[src/rtl/mult_fu_pipe_pkg.sv]
// Shared types for the pipelined RV32M multiply unit: function codes,
// completion packet, and the per-stage pipeline payload.
package mult_fu_pipe_pkg;

  localparam int XLEN  = 32;
  localparam int PR_W  = 6;
  localparam int ROB_W = 5;

  typedef enum logic [1:0] {
    MULT_MUL    = 2'b00,
    MULT_MULH   = 2'b01,
    MULT_MULHSU = 2'b10,
    MULT_MULHU  = 2'b11
  } mult_func_e;

  typedef struct packed {
    logic [PR_W-1:0]  dest_pr;
    logic [XLEN-1:0]  dest_value;
    logic [ROB_W-1:0] rob_entry;
    logic             if_take_branch;
    logic [XLEN-1:0]  target_pc;
  } fu_complete_packet_t;

  typedef struct packed {
    mult_func_e        func;
    logic [PR_W-1:0]   dest_pr;
    logic [ROB_W-1:0]  rob_entry;
    logic [2*XLEN-1:0] mcand;
    logic [2*XLEN-1:0] mplier;
    logic [2*XLEN-1:0] sum;
  } mult_stage_packet_t;

  // Widen an operand to 2*XLEN; sign-extension makes the modular product exact.
  function automatic logic [2*XLEN-1:0] extend_op(input logic [XLEN-1:0] v, input logic sgn);
    logic signed [XLEN-1:0] sv;
    sv = signed'(v);
    return sgn ? {{XLEN{sv[XLEN-1]}}, v} : {{XLEN{1'b0}}, v};
  endfunction

endpackage

[src/rtl/mult_fu_pipe_stage.sv]
// One multiplier step: accumulates the partial product of the next CHUNK
// multiplier bits and shifts the operands for the following stage.
module mult_fu_pipe_stage
  import mult_fu_pipe_pkg::*;
#(
  parameter int CHUNK = 16
) (
  input  mult_stage_packet_t in_pkt,
  output mult_stage_packet_t out_pkt
);

  logic [2*XLEN-1:0] chunk_ext;

  always_comb begin
    chunk_ext                = '0;
    chunk_ext[CHUNK-1:0]     = in_pkt.mplier[CHUNK-1:0];
    out_pkt                  = in_pkt;
    out_pkt.sum              = in_pkt.sum + (in_pkt.mcand * chunk_ext);
    out_pkt.mcand            = in_pkt.mcand << CHUNK;
    out_pkt.mplier           = in_pkt.mplier >> CHUNK;
  end

endmodule

[src/rtl/mult_fu_pipe.sv]
// Pipelined RV32M multiply functional unit with bubble-collapsing stall
// control, squash flush and a one-cycle completion output register.
module mult_fu_pipe
  import mult_fu_pipe_pkg::*;
#(
  parameter int STAGES = 4
) (
  input  logic                clock,
  input  logic                reset,
  input  logic                squash,
  input  logic                issue_valid,
  input  logic [XLEN-1:0]     issue_opa,
  input  logic [XLEN-1:0]     issue_opb,
  input  logic [1:0]          issue_func,
  input  logic [PR_W-1:0]     issue_dest_pr,
  input  logic [ROB_W-1:0]    issue_rob_entry,
  output logic                issue_ready,
  output logic                fu_finish,
  input  logic                fu_c_stall,
  output fu_complete_packet_t fu_c_out
);

  localparam int CHUNK = (2 * XLEN) / STAGES;
  localparam int LAST  = STAGES - 1;

  logic [STAGES-1:0]   vld_p;
  logic [STAGES-1:0]   load;
  logic [STAGES-1:0]   adv;
  logic                grant;
  logic                ld_chain;
  mult_stage_packet_t  issue_pkt;
  mult_stage_packet_t  stage_p   [STAGES];
  mult_stage_packet_t  stage_out [STAGES];
  fu_complete_packet_t result_pkt;
  fu_complete_packet_t out_q;

  function automatic logic [XLEN-1:0] select_result(input mult_func_e f,
                                                    input logic [2*XLEN-1:0] p);
    return (f == MULT_MUL) ? p[XLEN-1:0] : p[2*XLEN-1:XLEN];
  endfunction

  always_comb begin
    issue_pkt           = '0;
    issue_pkt.func      = mult_func_e'(issue_func);
    issue_pkt.dest_pr   = issue_dest_pr;
    issue_pkt.rob_entry = issue_rob_entry;
    issue_pkt.mcand     = extend_op(issue_opa, (issue_pkt.func == MULT_MULH) ||
                                               (issue_pkt.func == MULT_MULHSU));
    issue_pkt.mplier    = extend_op(issue_opb, issue_pkt.func == MULT_MULH);
  end

  // Stall control walks from the tail: a stage moves only if its successor can take it.
  always_comb begin
    fu_finish = vld_p[LAST] && !squash;
    grant     = fu_finish && !fu_c_stall;
    adv       = '0;
    load      = '0;
    ld_chain  = 1'b0;
    for (int k = LAST; k >= 0; k--) begin
      if (k == LAST) adv[k] = grant;
      else           adv[k] = vld_p[k] && ld_chain;
      load[k]  = !vld_p[k] || adv[k];
      ld_chain = load[k];
    end
    issue_ready = load[0];
  end

  for (genvar k = 0; k < STAGES; k++) begin : g_stage
    if (k == 0) begin : g_first
      mult_fu_pipe_stage #(.CHUNK(CHUNK)) u_stage (
        .in_pkt  (issue_pkt),
        .out_pkt (stage_out[k])
      );
    end else begin : g_rest
      mult_fu_pipe_stage #(.CHUNK(CHUNK)) u_stage (
        .in_pkt  (stage_p[k-1]),
        .out_pkt (stage_out[k])
      );
    end
  end

  // Stage registers: payload is only meaningful when the matching vld_p bit is set.
  always_ff @(posedge clock) begin
    for (int k = 0; k < STAGES; k++) begin
      if (load[k]) stage_p[k] <= stage_out[k];
    end
  end

  always_comb begin
    result_pkt                = '0;
    result_pkt.dest_pr        = stage_p[LAST].dest_pr;
    result_pkt.dest_value     = select_result(stage_p[LAST].func, stage_p[LAST].sum);
    result_pkt.rob_entry      = stage_p[LAST].rob_entry;
    result_pkt.if_take_branch = 1'b0;
    result_pkt.target_pc      = '0;
  end

  // Completion boundary: the granted packet shows for exactly one cycle.
  always_ff @(posedge clock or negedge reset) begin
    if (!reset) begin
      vld_p <= '0;
      out_q <= '0;
    end else if (squash) begin
      vld_p <= '0;
      out_q <= '0;
    end else begin
      if (load[0]) vld_p[0] <= issue_valid;
      for (int k = 1; k < STAGES; k++) begin
        if (load[k]) vld_p[k] <= vld_p[k-1];
      end
      out_q <= grant ? result_pkt : '0;
    end
  end

  assign fu_c_out = out_q;

endmodule

[config.mk]
export PLATFORM = sky130hd
export DESIGN_NAME = mult_fu_pipe
export DESIGN_NICKNAME = d
export VERILOG_FILES = /design/src/rtl/mult_fu_pipe_pkg.sv /design/src/rtl/mult_fu_pipe_stage.sv /design/src/rtl/mult_fu_pipe.sv
export SDC_FILE = /design/constraint.sdc
export NUM_CORES = 2
export LEC_CHECK = 0
export CAP_MARGIN = 20
export CELL_PAD_IN_SITES_DETAIL_PLACEMENT = 0
export CELL_PAD_IN_SITES_GLOBAL_PLACEMENT = 1
export CORE_ASPECT_RATIO = 1.25
export CORE_MARGIN = 2
export CORE_UTILIZATION = 50
export CTS_BUF_LIST = sky130_fd_sc_hd__clkbuf_2 sky130_fd_sc_hd__clkbuf_4 sky130_fd_sc_hd__clkbuf_8
export CTS_CLUSTER_SIZE = 16
export DETAILED_ROUTE_END_ITERATION = 6
export PLACE_DENSITY = 0.89
export SLEW_MARGIN = 5
export SYNTH_ARGS = -nofsm -noshare
export SYNTH_HDL_FRONTEND = slang
export SYNTH_SLANG_ARGS = --single-unit
[constraint.sdc]
create_clock -name clock -period 23.8 [get_ports clock]
set_clock_uncertainty 0.05 [all_clocks]
set_input_delay 3.57 -clock clock [delete_from_list [all_inputs] [get_ports clock]]
set_output_delay 3.57 -clock clock [all_outputs]
set_load 0.02 [all_outputs]
==> impl_metrics.tcl <==
set metrics [dict create \
    cts_root_buf "clkbuf_8" \
    async_flop_share_pct 10.33 \
    outcome "finished with violations" \
    area_growth_pct 6.879 \
    crit_chain "clkdlybuf4s50_1 > and2_1 > fa_1 > inv_1 > fa_1 > fa_1 > inv_1 > fa_1 > fa_1 > inv_1 > fa_1 > inv_1 > ha_1 > nand2_1 > or4_1 > a221oi_1 > a21boi_2 > o2111a_1 > or2_2 > a211oi_1 > nor3_2 > a32oi_1" \
    tritoncts "done" \
    setup_violations 0 \
    finalHoldViolations 0 \
    ios 160 \
    yosysWarningCount 0 \
    clkTransAtPathRegs_ps 60 \
    place_congestion 0.9216 \
    antenna_found_initial 4 \
    synth_ff_type "edfxtp_1" \
    crit_top_cell "fa_1" \
    synthesis.area_sq_mm 0.06306 \
    coreArea_sq_mm 0.1250 \
    clk_latency_ps 730 \
    row_count 145 \
    cts-resized-gates 0 \
    rsz0062_at_grt "no" \
    layout_common_cells "1,698 x inv_1, 1,366 x fa_1, 861 x nand2_1, 408 x edfxtp_1, 389 x and2_1" \
    cts.hold.buffers_added 0 \
    drt-pass1-iter-count 7 \
    startpoint_type "input pin" \
    fin_nets 7922 \
    grt_usage_pct 22.73 \
    required_ps 24150 \
    worst_ep_arrival_time_ps 10920 \
    numClockSinks 455 \
    drc_errors 1 \
    fmax_mhz 94.63 \
    crit_fanout 17 \
    start_util_pct 50.45 \
    crit_path_max_incr_delay_ps 910 \
    ys_ff_latch 455 \
    final_common_cell "inv_1" \
    hpwl_um 117900 \
    endpoint_kind "flip-flop" \
    crit_type "input pin to flip-flop" \
    cts_setup_buffers 0 \
    violations "design-rule violations" \
    yosys.area.top_type "fa_1" \
    timing.slew.headroom_pct 26.32 \
    viasPerCell 5.142 \
    die_h_um 401.1 \
    grt_max_degree 84 \
    avgSynthCellArea_sq_um 10.27 \
    yosysUniqueCellTypes 73 \
    min_period_over_period_pct 44.40 \
    setup_tns_ps 0 \
    cts_max_level 3 \
    syn_inst 6140 \
    wirelength_um 141500 \
    hp-class "flip-flop to flip-flop" \
    drive_above_1_share_pct 3.234 \
    grt_pass1_vias 44840 \
    clockBufferDepth 3 \
    dr_total_vias 40450 \
    drt_iter0_drc 2423 \
    drv_cap 0 \
    dieWidth_um 321.6 \
    min_period_ps 10570 \
    yosysTopAreaCellShare_pct 43.37 \
    drv_slew 0 \
    numCtsBuffers 73 \
    wl_per_cell_um 17.99 \
    die_area_sq_mm 0.1290 \
    worstMarginPinSlew_ps 1105 \
    ant_nets 0 \
    port_buffers 126 \
    synth.area.top_cells "fa_1 43%, edfxtp_1 19%, inv_1 10%" \
    cpMaxStageDelayCell "clkdlybuf4s50_1" \
    ys_seq_area_share_pct 21.29 \
    synth-edff-count 408 \
    grt_pass1_wl_um 230700 \
    grt_overflow_total 0 \
]
==> critical path, delay by kind of cell <==
family | cells | cell delay, ps
compound gates | 5 | 1180
buf+inv | 5 | 1110
fa+ha+maj | 7 | 3310
simple gates | 5 | 1720
==> state kept, by name, summed over array words and instances (netlist names) <==
register and cells:
stage_p 408, fu_c_out 43, vld_p 4
==> cell usage after synthesis (all sizes together), types with 3 or more instances <==
cell type and number:
a211oi 24, a31oi 10, dfrtp 47, a21oi 148, nand4 13, o31a 6, and3 14, xnor2 125
o211ai 6, a31o 4, nor2b 19, a32oi 12, a21boi 7, a2111oi 5, or3 12, nor3b 4
a221oi 3, nand3 19, buf 35, and2 389, nand2 863, and4 10, clkbuf 202, o41ai 6
a221o 3, a21bo 3, o21bai 18, inv 1699, nand2b 13, nor2 88, or2 7, edfxtp 408
a211o 6, xor2 46, o21a 15, ha 284, nor3 17, fa 1366, a21o 69, o31ai 5
o21ai 76
==> path summary, 6_finish.rpt <==
check,startpoint,end,slack (ps),cells after the start
setup reg to reg,stage_p[1][95],stage_p[2][63],16180,23
max in group asynchronous,reset,fu_c_out[46],20380,2
min in group asynchronous,reset,fu_c_out[70],2800,1
hold / removal,stage_p[2][21],stage_p[3][21],340,0
setup / recovery,issue_opa[10],stage_p[0][55],13230,22
hold reg to reg,stage_p[2][21],stage_p[3][21],340,0
==> cells by family (layout without fill, tap and decap cells) <==
logic type	count (synthesis)	count (layout)	synth area share [%]
other cells	1	35	0.005947
mux	1	1	0.01587
simple gates	1479	1479	10.92
flops	455	455	21.29
xor+xnor	171	171	2.375
compound gates	447	447	4.651
fa+ha+maj	1650	1650	49.00
buf+inv	1936	2010	11.73
==> stage by stage <==
stage	utilization [%]	cells	hold slack, ps	worst slack [ps]	area, sq um
after floorplan	-	6172	350.3	10630	63180
after global placement	52.68	7730	350.9	12650	65860
after detailed placement	52.70	7731	354.5	12560	65870
after CTS	53.89	7862	319.1	13330	67360
after global routing	53.92	7865	334.0	13030	67400
final	53.92	7865	338.8	13230	67400
==> area by class of cell <==
cell class / instances / area (sq um)
antenna: 2 / 5.005
clock buffer: 95 / 1214
clock inverter: 36 / 280.3
fill: 10810 / 57600
inverter: 1699 / 6380
multi-input combinational: 3781 / 42380
sequential: 455 / 13430
tap: 1617 / 2023
timing repair buffer: 180 / 1684
==> per-layer routing <==
| metal | up-vias | global-route usage (%) | routed length, um |
|---|---|---|---|
| met5 | - | 0 | 19 |
| met2 | 1285 | 41.37 | 74310 |
| met3 | 288 | 2.613 | 7351 |
| met4 | 4 | 7.977 | 4704 |
| li1 | 18130 | - | - |
| met1 | 20740 | 27.78 | 55120 |
Power is left out: the tool's default activity adds up to more than one toggle a clock period on the data nets, which glitch-free logic cannot reach.
